### src/rtl/branch_predictor_if.sv
// Fetch/execute port bundle for branch_predictor.
// master = pipeline side; slave = predictor side.
interface branch_predictor_if #(
    parameter int GHR_BITS = 6
);
    logic [31:0]         fetch_pc;
    logic [1:0]          btb_flag;
    logic [31:0]         pred_target;
    logic [GHR_BITS-1:0] pred_ghr;
    logic                update;
    logic                update_btb;
    logic [31:0]         upd_pc;
    logic                upd_taken;
    logic [31:0]         upd_target;
    logic [GHR_BITS-1:0] upd_ghr;
    logic                mispredict;
    logic [31:0]         stat_branches;
    logic [31:0]         stat_mispredicts;

    modport master (
        output fetch_pc, update, update_btb, upd_pc, upd_taken,
               upd_target, upd_ghr, mispredict,
        input  btb_flag, pred_target, pred_ghr, stat_branches, stat_mispredicts
    );

    modport slave (
        input  fetch_pc, update, update_btb, upd_pc, upd_taken,
               upd_target, upd_ghr, mispredict,
        output btb_flag, pred_target, pred_ghr, stat_branches, stat_mispredicts
    );
endinterface

### src/rtl/branch_predictor.sv
// 2-bit counter PHT plus direct-mapped BTB with zero-latency lookup.
// Define BP_GSHARE_EN for gshare PHT indexing; the default build is bimodal.
module branch_predictor #(
    parameter int IDX_BITS = 6,
    parameter int TAG_BITS = 8,
    parameter int GHR_BITS = 6
) (
    input  logic              clk,
    input  logic              rst,
    branch_predictor_if.slave bus
);
    localparam int ENTRIES = 1 << IDX_BITS;
    typedef logic [IDX_BITS-1:0] idx_t;

    logic [1:0]          pht_q        [ENTRIES];
    logic [ENTRIES-1:0]  btb_valid_q;
    logic [TAG_BITS-1:0] btb_tag_q    [ENTRIES];
    logic [31:0]         btb_target_q [ENTRIES];
    logic [31:0]         stat_branches_q, stat_branches_d;
    logic [31:0]         stat_mispredicts_q, stat_mispredicts_d;

    idx_t                fetch_bidx, upd_bidx, fidx, uidx;
    logic [TAG_BITS-1:0] fetch_tag, upd_tag;
    logic                fetch_hit;
    logic [1:0]          pht_upd_d;
    logic                btb_alloc;
    logic                unused_ok;

    assign fetch_bidx = bus.fetch_pc[IDX_BITS+1:2];
    assign upd_bidx   = bus.upd_pc[IDX_BITS+1:2];
    assign fetch_tag  = bus.fetch_pc[IDX_BITS+2 +: TAG_BITS];
    assign upd_tag    = bus.upd_pc[IDX_BITS+2 +: TAG_BITS];
    assign unused_ok  = ^{bus.fetch_pc, bus.upd_pc, bus.upd_ghr};

`ifdef BP_GSHARE_EN
    logic [GHR_BITS-1:0] ghr_q;

    // History only advances on resolved branches, so it is never rolled back.
    always_ff @(posedge clk) begin
        if (rst) begin
            ghr_q <= '0;
        end else if (bus.update) begin
            ghr_q <= GHR_BITS'({ghr_q, bus.upd_taken});
        end
    end

    assign fidx         = fetch_bidx ^ idx_t'(ghr_q);
    assign uidx         = upd_bidx ^ idx_t'(bus.upd_ghr);
    assign bus.pred_ghr = ghr_q;
`else
    assign fidx         = fetch_bidx;
    assign uidx         = upd_bidx;
    assign bus.pred_ghr = '0;
`endif

    // Lookup reads pre-edge state only; a same-cycle write shows up next cycle.
    assign fetch_hit       = btb_valid_q[fetch_bidx] && (btb_tag_q[fetch_bidx] == fetch_tag);
    assign bus.btb_flag    = {fetch_hit, fetch_hit & pht_q[fidx][1]};
    assign bus.pred_target = fetch_hit ? btb_target_q[fetch_bidx] : 32'd0;

    always_comb begin
        pht_upd_d = pht_q[uidx];
        if (bus.upd_taken) begin
            if (pht_q[uidx] != 2'b11) begin
                pht_upd_d = pht_q[uidx] + 2'd1;
            end
        end else if (pht_q[uidx] != 2'b00) begin
            pht_upd_d = pht_q[uidx] - 2'd1;
        end
    end

    always_ff @(posedge clk) begin
        if (rst) begin
            pht_q <= '{default: 2'b01};
        end else if (bus.update) begin
            pht_q[uidx] <= pht_upd_d;
        end
    end

    assign btb_alloc = bus.update_btb & bus.upd_taken;

    always_ff @(posedge clk) begin
        if (rst) begin
            btb_valid_q <= '0;
        end else if (btb_alloc) begin
            btb_valid_q[upd_bidx] <= 1'b1;
        end
    end

    // Tag/target payload is not reset: the cleared valid bit masks it.
    always_ff @(posedge clk) begin
        if (!rst && btb_alloc) begin
            btb_tag_q[upd_bidx]    <= upd_tag;
            btb_target_q[upd_bidx] <= bus.upd_target;
        end
    end

    always_comb begin
        stat_branches_d    = stat_branches_q;
        stat_mispredicts_d = stat_mispredicts_q;
        if (bus.update) begin
            if (stat_branches_q != 32'hFFFF_FFFF) begin
                stat_branches_d = stat_branches_q + 32'd1;
            end
            if (bus.mispredict && (stat_mispredicts_q != 32'hFFFF_FFFF)) begin
                stat_mispredicts_d = stat_mispredicts_q + 32'd1;
            end
        end
    end

    always_ff @(posedge clk) begin
        if (rst) begin
            stat_branches_q    <= '0;
            stat_mispredicts_q <= '0;
        end else begin
            stat_branches_q    <= stat_branches_d;
            stat_mispredicts_q <= stat_mispredicts_d;
        end
    end

    assign bus.stat_branches    = stat_branches_q;
    assign bus.stat_mispredicts = stat_mispredicts_q;
endmodule

### src/flat_wrapper.sv
// flat-port wrapper written by rule: the top's interface ports become plain ports
module branch_predictor_flat 
#(
    parameter int IDX_BITS = 6,
    parameter int TAG_BITS = 8,
    parameter int GHR_BITS = 6
)
  (clk, rst, bus_fetch_pc, bus_update, bus_update_btb, bus_upd_pc, bus_upd_taken, bus_upd_target, bus_upd_ghr, bus_mispredict, bus_btb_flag, bus_pred_target, bus_pred_ghr, bus_stat_branches, bus_stat_mispredicts);
  branch_predictor_if #(.GHR_BITS(GHR_BITS)) bus_i ();
  input  logic clk;
  input  logic rst;
  input wire logic [$bits(bus_i.fetch_pc)-1:0] bus_fetch_pc;
  input wire logic [$bits(bus_i.update)-1:0] bus_update;
  input wire logic [$bits(bus_i.update_btb)-1:0] bus_update_btb;
  input wire logic [$bits(bus_i.upd_pc)-1:0] bus_upd_pc;
  input wire logic [$bits(bus_i.upd_taken)-1:0] bus_upd_taken;
  input wire logic [$bits(bus_i.upd_target)-1:0] bus_upd_target;
  input wire logic [$bits(bus_i.upd_ghr)-1:0] bus_upd_ghr;
  input wire logic [$bits(bus_i.mispredict)-1:0] bus_mispredict;
  output wire logic [$bits(bus_i.btb_flag)-1:0] bus_btb_flag;
  output wire logic [$bits(bus_i.pred_target)-1:0] bus_pred_target;
  output wire logic [$bits(bus_i.pred_ghr)-1:0] bus_pred_ghr;
  output wire logic [$bits(bus_i.stat_branches)-1:0] bus_stat_branches;
  output wire logic [$bits(bus_i.stat_mispredicts)-1:0] bus_stat_mispredicts;
  assign bus_i.fetch_pc = bus_fetch_pc;
  assign bus_i.update = bus_update;
  assign bus_i.update_btb = bus_update_btb;
  assign bus_i.upd_pc = bus_upd_pc;
  assign bus_i.upd_taken = bus_upd_taken;
  assign bus_i.upd_target = bus_upd_target;
  assign bus_i.upd_ghr = bus_upd_ghr;
  assign bus_i.mispredict = bus_mispredict;
  assign bus_btb_flag = bus_i.btb_flag;
  assign bus_pred_target = bus_i.pred_target;
  assign bus_pred_ghr = bus_i.pred_ghr;
  assign bus_stat_branches = bus_i.stat_branches;
  assign bus_stat_mispredicts = bus_i.stat_mispredicts;
  branch_predictor #(.IDX_BITS(IDX_BITS), .TAG_BITS(TAG_BITS), .GHR_BITS(GHR_BITS)) u_core (.clk(clk), .rst(rst), .bus(bus_i));
endmodule
### config.mk
export PLATFORM = sky130hd
export DESIGN_NAME = branch_predictor_flat
export DESIGN_NICKNAME = d
export VERILOG_FILES = /design/src/rtl/branch_predictor_if.sv /design/src/rtl/branch_predictor.sv /design/src/flat_wrapper.sv
export SDC_FILE = /design/constraint.sdc
export NUM_CORES = 2
export LEC_CHECK = 0
export ABC_AREA = 1
export BUFFER_PORTS_ARGS = -buffer_cell sky130_fd_sc_hd__buf_4
export CELL_PAD_IN_SITES_DETAIL_PLACEMENT = 2
export CELL_PAD_IN_SITES_GLOBAL_PLACEMENT = 2
export CORE_MARGIN = 2
export CORE_UTILIZATION = 35
export DETAILED_ROUTE_END_ITERATION = 8
export PLACE_DENSITY_LB_ADDON = 0.1
export SLEW_MARGIN = 20
export SYNTH_ARGS = -nofsm -noshare
export SYNTH_HDL_FRONTEND = slang
export SYNTH_SLANG_ARGS = --single-unit
### constraint.sdc
create_clock -name clk -period 3.9 [get_ports clk]
set_input_delay 0.39 -clock clk [delete_from_list [all_inputs] [get_ports clk]]
set_output_delay 0.39 -clock clk [all_outputs]
set_load 0.05 [all_outputs]
# Yosys cells after proc, flatten, opt, wreduce, memory -nomap -nowiden
# Memories as Yosys holds them, arrays and structs flattened.
# Index checks and enable logic that the tools add are counted.
[classes]
n_lt_le_gt_ge = 6
bitwise = 5
add_sub_neg = 4
eq_ne = 4
n_reduce_logical = 9
mux = 19
[op_table]
columns = ["cell", "count"]
rows = [
  ["$bwmux 128", 1],
  ["$add 32x1->32 const B", 2],
  ["$ne 32x32->1 const B", 2],
  ["$or 64x64->64", 1],
  ["$mux 32", 1],
  ["$bmux 2 s6", 2],
  ["$mux 2", 8],
  ["$ge 7x7->1 const B", 2],
  ["$lt 6x7->1 const B", 2],
  ["$not 6->7", 2],
  ["$demux 2 s6", 1],
  ["$eq 8x8->1", 1],
  ["$lt 7x1->1 const B", 1],
  ["$bmux 1 s6", 1],
  ["$demux 1 s6", 1],
  ["$ge 6x1->1 const B", 1],
  ["$logic_and 1x1->1", 5],
  ["$mux 1", 4],
  ["$reduce_and 2->1", 2],
  ["$add 2x1->2 const B", 1],
  ["$and 1x1->1", 2],
  ["$ne 2x2->1 const B", 1],
  ["$reduce_bool 2->1", 1],
  ["$sub 2x1->2 const B", 1],
  ["$logic_not 1->1", 1],
]
[word_totals]
in_bits = 108
register_bits = 256
ramBits = 2560
mem_count = 2
word_cells = 116
out_inout_bits = 104
[memory_table]
columns = ["name", "depth", "width", "rd", "rd_clocked_by_memory_dff", "wr", "line_no", "rtl"]
rows = [
  ["u_core.btb_target_q", 64, 32, 1, 0, 1, "branch_predictor.sv:18", "logic [31:0] btb_target_q [ENTRIES];"],
  ["u_core.btb_tag_q", 64, 8, 1, 0, 1, "branch_predictor.sv:17", "logic [TAG_BITS-1:0] btb_tag_q [ENTRIES];"],
]

# Depth between registers and ports, before layout
[depth]
word_depth = 8
ltp_mapped = 18
ltp_nobuf = 16

# Worst setup path after synthesis
# Ideal clock, no wire load.
[synth_path]
kind = "input port to flip-flop"
startpoint = "in bus_upd_pc[5]"
endpoint = "mem u_core.btb_tag_q[59][0], enable pin"
required_time_ns = 3.462
arrival_time_ns = 3.178
path_stages = 7
setup_time_ns = 0.438
path_buffers = 1
setup_slack_ns = 0.284
path_cell_list = "clkbuf_1 -> inv_1 -> nor3_1 -> inv_1 -> nor2_1 -> inv_1 -> nor2_1"
[synth_rtl]
columns = ["element", "line_no", "rtl"]
rows = [
  ["from (decl)", "flat_wrapper.sv:15", "input wire logic [$bits(bus_i.upd_pc)-1:0] bus_upd_pc;"],
  ["to (decl)", "branch_predictor.sv:17", ""],
]
# Straight into the memory's write port.

# Worst setup path after layout
[layout_path]
startpoint = "in bus_fetch_pc[3]"
endpoint = "out bus_pred_target[26]"
[layout_between]
elab_chain_len = 4
word_cells_on_any_way = 7
classes_between = "eq/ne: 1; mux: 3; reduce/logical: 1; memory: 2"
[layout_lines]
columns = ["element", "line_no", "rtl"]
rows = [
  ["from (decl)", "flat_wrapper.sv:12", "input wire logic [$bits(bus_i.fetch_pc)-1:0] bus_fetch_pc;"],
  ["$mem_v2 64x8 / $bmux 1 s6 (equally long branches)", "n/a", ""],
  ["$eq 8x8->1 / $mux 1 (equally long branches)", "branch_predictor.sv:57", "assign fetch_hit = btb_valid_q[fetch_bidx] && (btb_tag_q[fetch_bidx] == fetch_tag);"],
  ["$logic_and 1x1->1", "branch_predictor.sv:57", ""],
  ["$mux 32 *", "branch_predictor.sv:59", "assign bus.pred_target = fetch_hit ? btb_target_q[fetch_bidx] : 32'd0;"],
  ["to (decl)", "flat_wrapper.sv:21", "output wire logic [$bits(bus_i.pred_target)-1:0] bus_pred_target;"],
]
# Every way passes the cells marked *; elsewhere a longest branch is shown, timed or not. The select of a mux whose other input is x is not followed.

==> summary.md <==
| Metric | Value |
|---|---|
| Run status | completed |
| Simple-gate share of the synthesized area | 20.4% |
| Setup Total Neg Slack | 0 ns |
| Worst-path fanout max | 46 |
| Relative slew slack | 39.0% |
| GP Congestion | 0.783 |
| Largest family of logic cells by synthesized area | simple AND/OR/NAND/NOR gates |
| Area of the multi-input gates | 0.0297 sq mm |
| Avg Synthesized Cell Area | 11.2 sq um |
| CP Cell Sequence | buf_8 -> inv_8 -> buf_12 -> buf_12 -> buf_4 -> nand3_1 -> nand3_1 -> nand2_1 -> o21ai_0 -> nor2_1 -> buf_4 -> o22ai_1 -> nor3_1 -> buf_4 |
| Met3 Track Usage GR | 2.44% |
| Drt via density | 5.63 |
| Slew @ Worst Pin | 0.913 ns |
| Largest net degree at the start of global routing | 156 |
| Register area | 0.0820 sq mm |
| Post-route minimum period | 3.76 ns |
| Synth Area in Compound Gates | 4.81% |
| Met1 Use GR | 37.4% |
| Initial Util | 35.2% |
| Critical Path Max Stage Delay | 0.50 ns |
| Total CTS buffers | 328 |
| H-tree depth | 5 |
| Final ANT Viol Nets | 0 |
| Sequential share of the synthesized area | 71.1% |
| Crit path max-delay family | buffers and inverters |
| Hold Path Depth | 1 |
| Slew Limit Fails | 0 |
| CP max-delay cell | o21ai_0 |
| GRT Total Usage | 27.9% |
| Synth Instances | 10.3k |
| Synth top area share | 66.6% |
| Post-Route WL | 472 mm |
| CTS root buf | clkbuf_16 |
| Adder-cell share of the synthesized area | 0.0217% |
| Max-cap violations | 0 |
| Flop pwr share | 49.2% |
| Synth Warn # | 0 |
| Max clock buf depth | 4 |
| Iter 0 DRT Violations | 7,130 |
| Commonest non-fill, non-tap cells in the layout | 2,897 x nand2_1, 2,560 x edfxtp_1, 2,046 x nand3_1 |
| DP HPWL | 269 mm |
| Worst setup EP type | output port |
| Sw Ratio | 23.9% |
| # IOs | 212 |
| Psw | 16.0 mW |
| Critical path class | input port to output port |
| Critical R2R Launch | u_core.bus.stat_branches[1]$_SDFFE_PP0P_ |
| Row count | 210 |
| DIE WIDTH | 578 um |
| Core region area | 0.328 sq mm |
| Clock transition at path regs | 0.06 ns |
| Share of layout cells above drive strength 1 | 11.2% |
| Clock power frac | 44.1% |
| CP startpoint kind | input port |
| Worst path bufs/invs | 7 |
| Antenna violations before repair | 23 |
| Maximum vdd drop | 0.339 mV |
| Min-delay worst type | input port to flip-flop |
| TritonCTS clock tree | built |
| First-pass GRT wire length | 673 mm |
| Int Pwr | 51.1 mW |
| Post-synthesis xor/xnor area fraction | 0.0987% |
| Ranking of synthesized cells by area | edfxtp_1 67%, nand2_1 9.4%, nand3_1 8.9% |
| Static leakage | 47.6 nW |
| Ys async rst share | 0% |
| CP most frequent cell | buf_4 |
| Area Growth Syn to Fin | 18.0% |
| Unique masters post-synth | 46 |
| Drt drc | 0 |
| Post-synth EDFFs | 2,560 |
| CP required | 3.51 ns |
| Fillers | 33.3k |
| Post-detailed-route wirelength per cell | 30.9 um |
| Cell area after synthesis | 0.115 sq mm |
| Detailed-route via count | 86.0k |
| Synth area leader | edfxtp_1 |
| Worst Hold End | u_core.btb_target_q[39][15]$_DFFE_PP_ |
| Sink Count | 2,816 |
| Pwr dens | 493 mW/mm^2 |
| Crit path DAT | 3.37 ns |
| Max Fclk | 266 MHz |
| Final Hold Vio Count | 0 |
| Reg-to-reg slack, setup | 1.39 ns |
| Global routing's busiest layer | met2 |
| Vias in the first global route | 92.2k |
| Cells on worst reg2reg path | 16 |
| Fin crit share | 96.5% |
| Die area | 0.334 sq mm |
| Worst Hold Launch | bus_upd_target[15] |
| Commonest non-fill, non-tap cell in the layout | nand2_1 |
| Grt met2 use | 47.8% |
| Worst Hold Slack | 0.0557 ns |
| RSZ-0062 raised after global routing | no |
| Die Y | 578 um |
| Main synth FF type | edfxtp_1 |
| Post-synthesis mux area share | 0% |
| Final setup violating endpoints | 0 |
| Comb pwr share | 6.7% |
| Grt total ovfl | 0 |
| Nets | 10.8k |
| Clock Latency Late Sink | 0.90 ns |
| Reg2reg end | u_core.bus.stat_branches[14]$_SDFFE_PP0P_ |
| DR pass1 iterations | 5 |
| Count of state elements after synthesis | 2,816 |
| Port Buffers | 163 |
| Worst clock skew | 0.0311 ns |
synthesized netlist by cell type, types with 4 or more instances:
library cell and count:
buf_4 15, a211oi_1 8, xor2_1 9, edfxtp_1 2560
buf_2 240, o211ai_1 10, o21ai_1 6, o22ai_1 40
dfxtp_1 256, clkbuf_1 318, nand2_1 2897, nor4_1 7
buf_1 114, inv_2 16, a21oi_1 422, nand3b_1 7
o221ai_1 16, and3_1 7, nand4_1 28, a221oi_1 34
a221o_1 4, o21a_1 8, xnor2_1 4, nor3b_1 6
nor2_1 395, a22o_1 67, nand2_2 4, inv_1 313
nand3_2 8, nand3_1 2051, a22oi_1 18, nor3_1 76
o21ai_0 333
repair_timing:
action,4_1_cts,5_1_grt
buffers inserted,0,0
pin swaps,0,0
hold buffers,31,0
setup endpoints to repair,34,25
gates resized for setup,7,8
endpoints found under the hold margin,953,0
how the worst max path moves through the flow:
stage                     cells past startpoint                           endpoint                         startpoint
after floorplan                               7  u_core.btb_tag_q[59][0]$_DFFE_PP_                      bus_upd_pc[5]
after global placement                       13                bus_pred_target[16]                    bus_fetch_pc[3]
after detailed placement                     14                bus_pred_target[28]                    bus_fetch_pc[2]
after CTS                                    14                bus_pred_target[18]  u_core.btb_tag_q[38][3]$_DFFE_PP_
after global routing                         14                bus_pred_target[26]                    bus_fetch_pc[3]
final                                        14                bus_pred_target[26]                    bus_fetch_pc[3]
power groups by stage:
stage | registers [mW] | clock network, mW | logic, mW
final | 33.0 | 29.6 | 4.48
after global routing | 33.0 | 31.3 | 4.84
after CTS | 33.0 | 30.2 | 4.52
after detailed placement | 33.6 | 0 | 4.45
after global placement | 33.6 | 0 | 4.32
after floorplan | 33.6 | 0 | 2.11
sequential cells by signal, summed over array words and instances (netlist names):
signal and cells:
u_core.bus.stat_mispredicts 32, u_core.bus.stat_branches 32, u_core.btb_target_q 2048, u_core.btb_valid_q 64
u_core.pht_q 128, u_core.btb_tag_q 512
metrics by stage:
stage | worst slack (ns) | instances | utilization (%) | power (mW) | cell area [sq um]
floorplan | 0.284 | 10300 | - | 35.7 | 115000
global placement | 0.0496 | 14700 | 38.4 | 37.9 | 126000
detailed placement | 0.0209 | 14700 | 38.4 | 38.1 | 126000
CTS | 0.0201 | 15300 | 41.5 | 67.7 | 136000
global route | 0.0152 | 15300 | 41.6 | 69.1 | 136000
finish | 0.137 | 15300 | 41.6 | 67.1 | 136000
routing by layer:
layer | wire length (um) | share of wire [%]
met1 | 207000 | 44
met2 | 231000 | 49
met5 | 24 | 0.0051
met4 | 15800 | 3.4
met3 | 18900 | 4.0
worst register-to-register path: stages, from the launching register on:
cell and delay, ns:
dfxtp_1 0.38, ha_1 0.22, nand3_1 0.09, inv_1 0.12, nand3_1 0.14, nor2_1 0.13
nand4_1 0.08, nand2_1 0.09, buf_4 0.19, clkinv_1 0.11, nand4_1 0.14, inv_1 0.13
nand2_1 0.19, inv_1 0.13, nand3_1 0.09, nand2_1 0.05, a21oi_1 0.14
final cells by class:
class                      count  area share, %
clock buffer                 430           6.48
sequential                  2816           60.2
multi-input combinational   6486           21.8
timing repair buffer         723           5.64
antenna                        3        0.00551
inverter                     331          0.941
tap                         4346           3.99
clock inverter               153          0.867
cells by family (layout without fill, tap and decap cells):
kind of cell | Yosys count | in the layout
xor gates and xnor gates | 13 | 13
adders and majority gates | 2 | 2
other | 1 | 9
and+or+nand+nor | 5489 | 5489
AOI/OAI and AO/OA | 976 | 976
buffers and inverters | 1018 | 1637
DFF | 2816 | 2816
No activity file was read; power rests on OpenSTA's default activity.
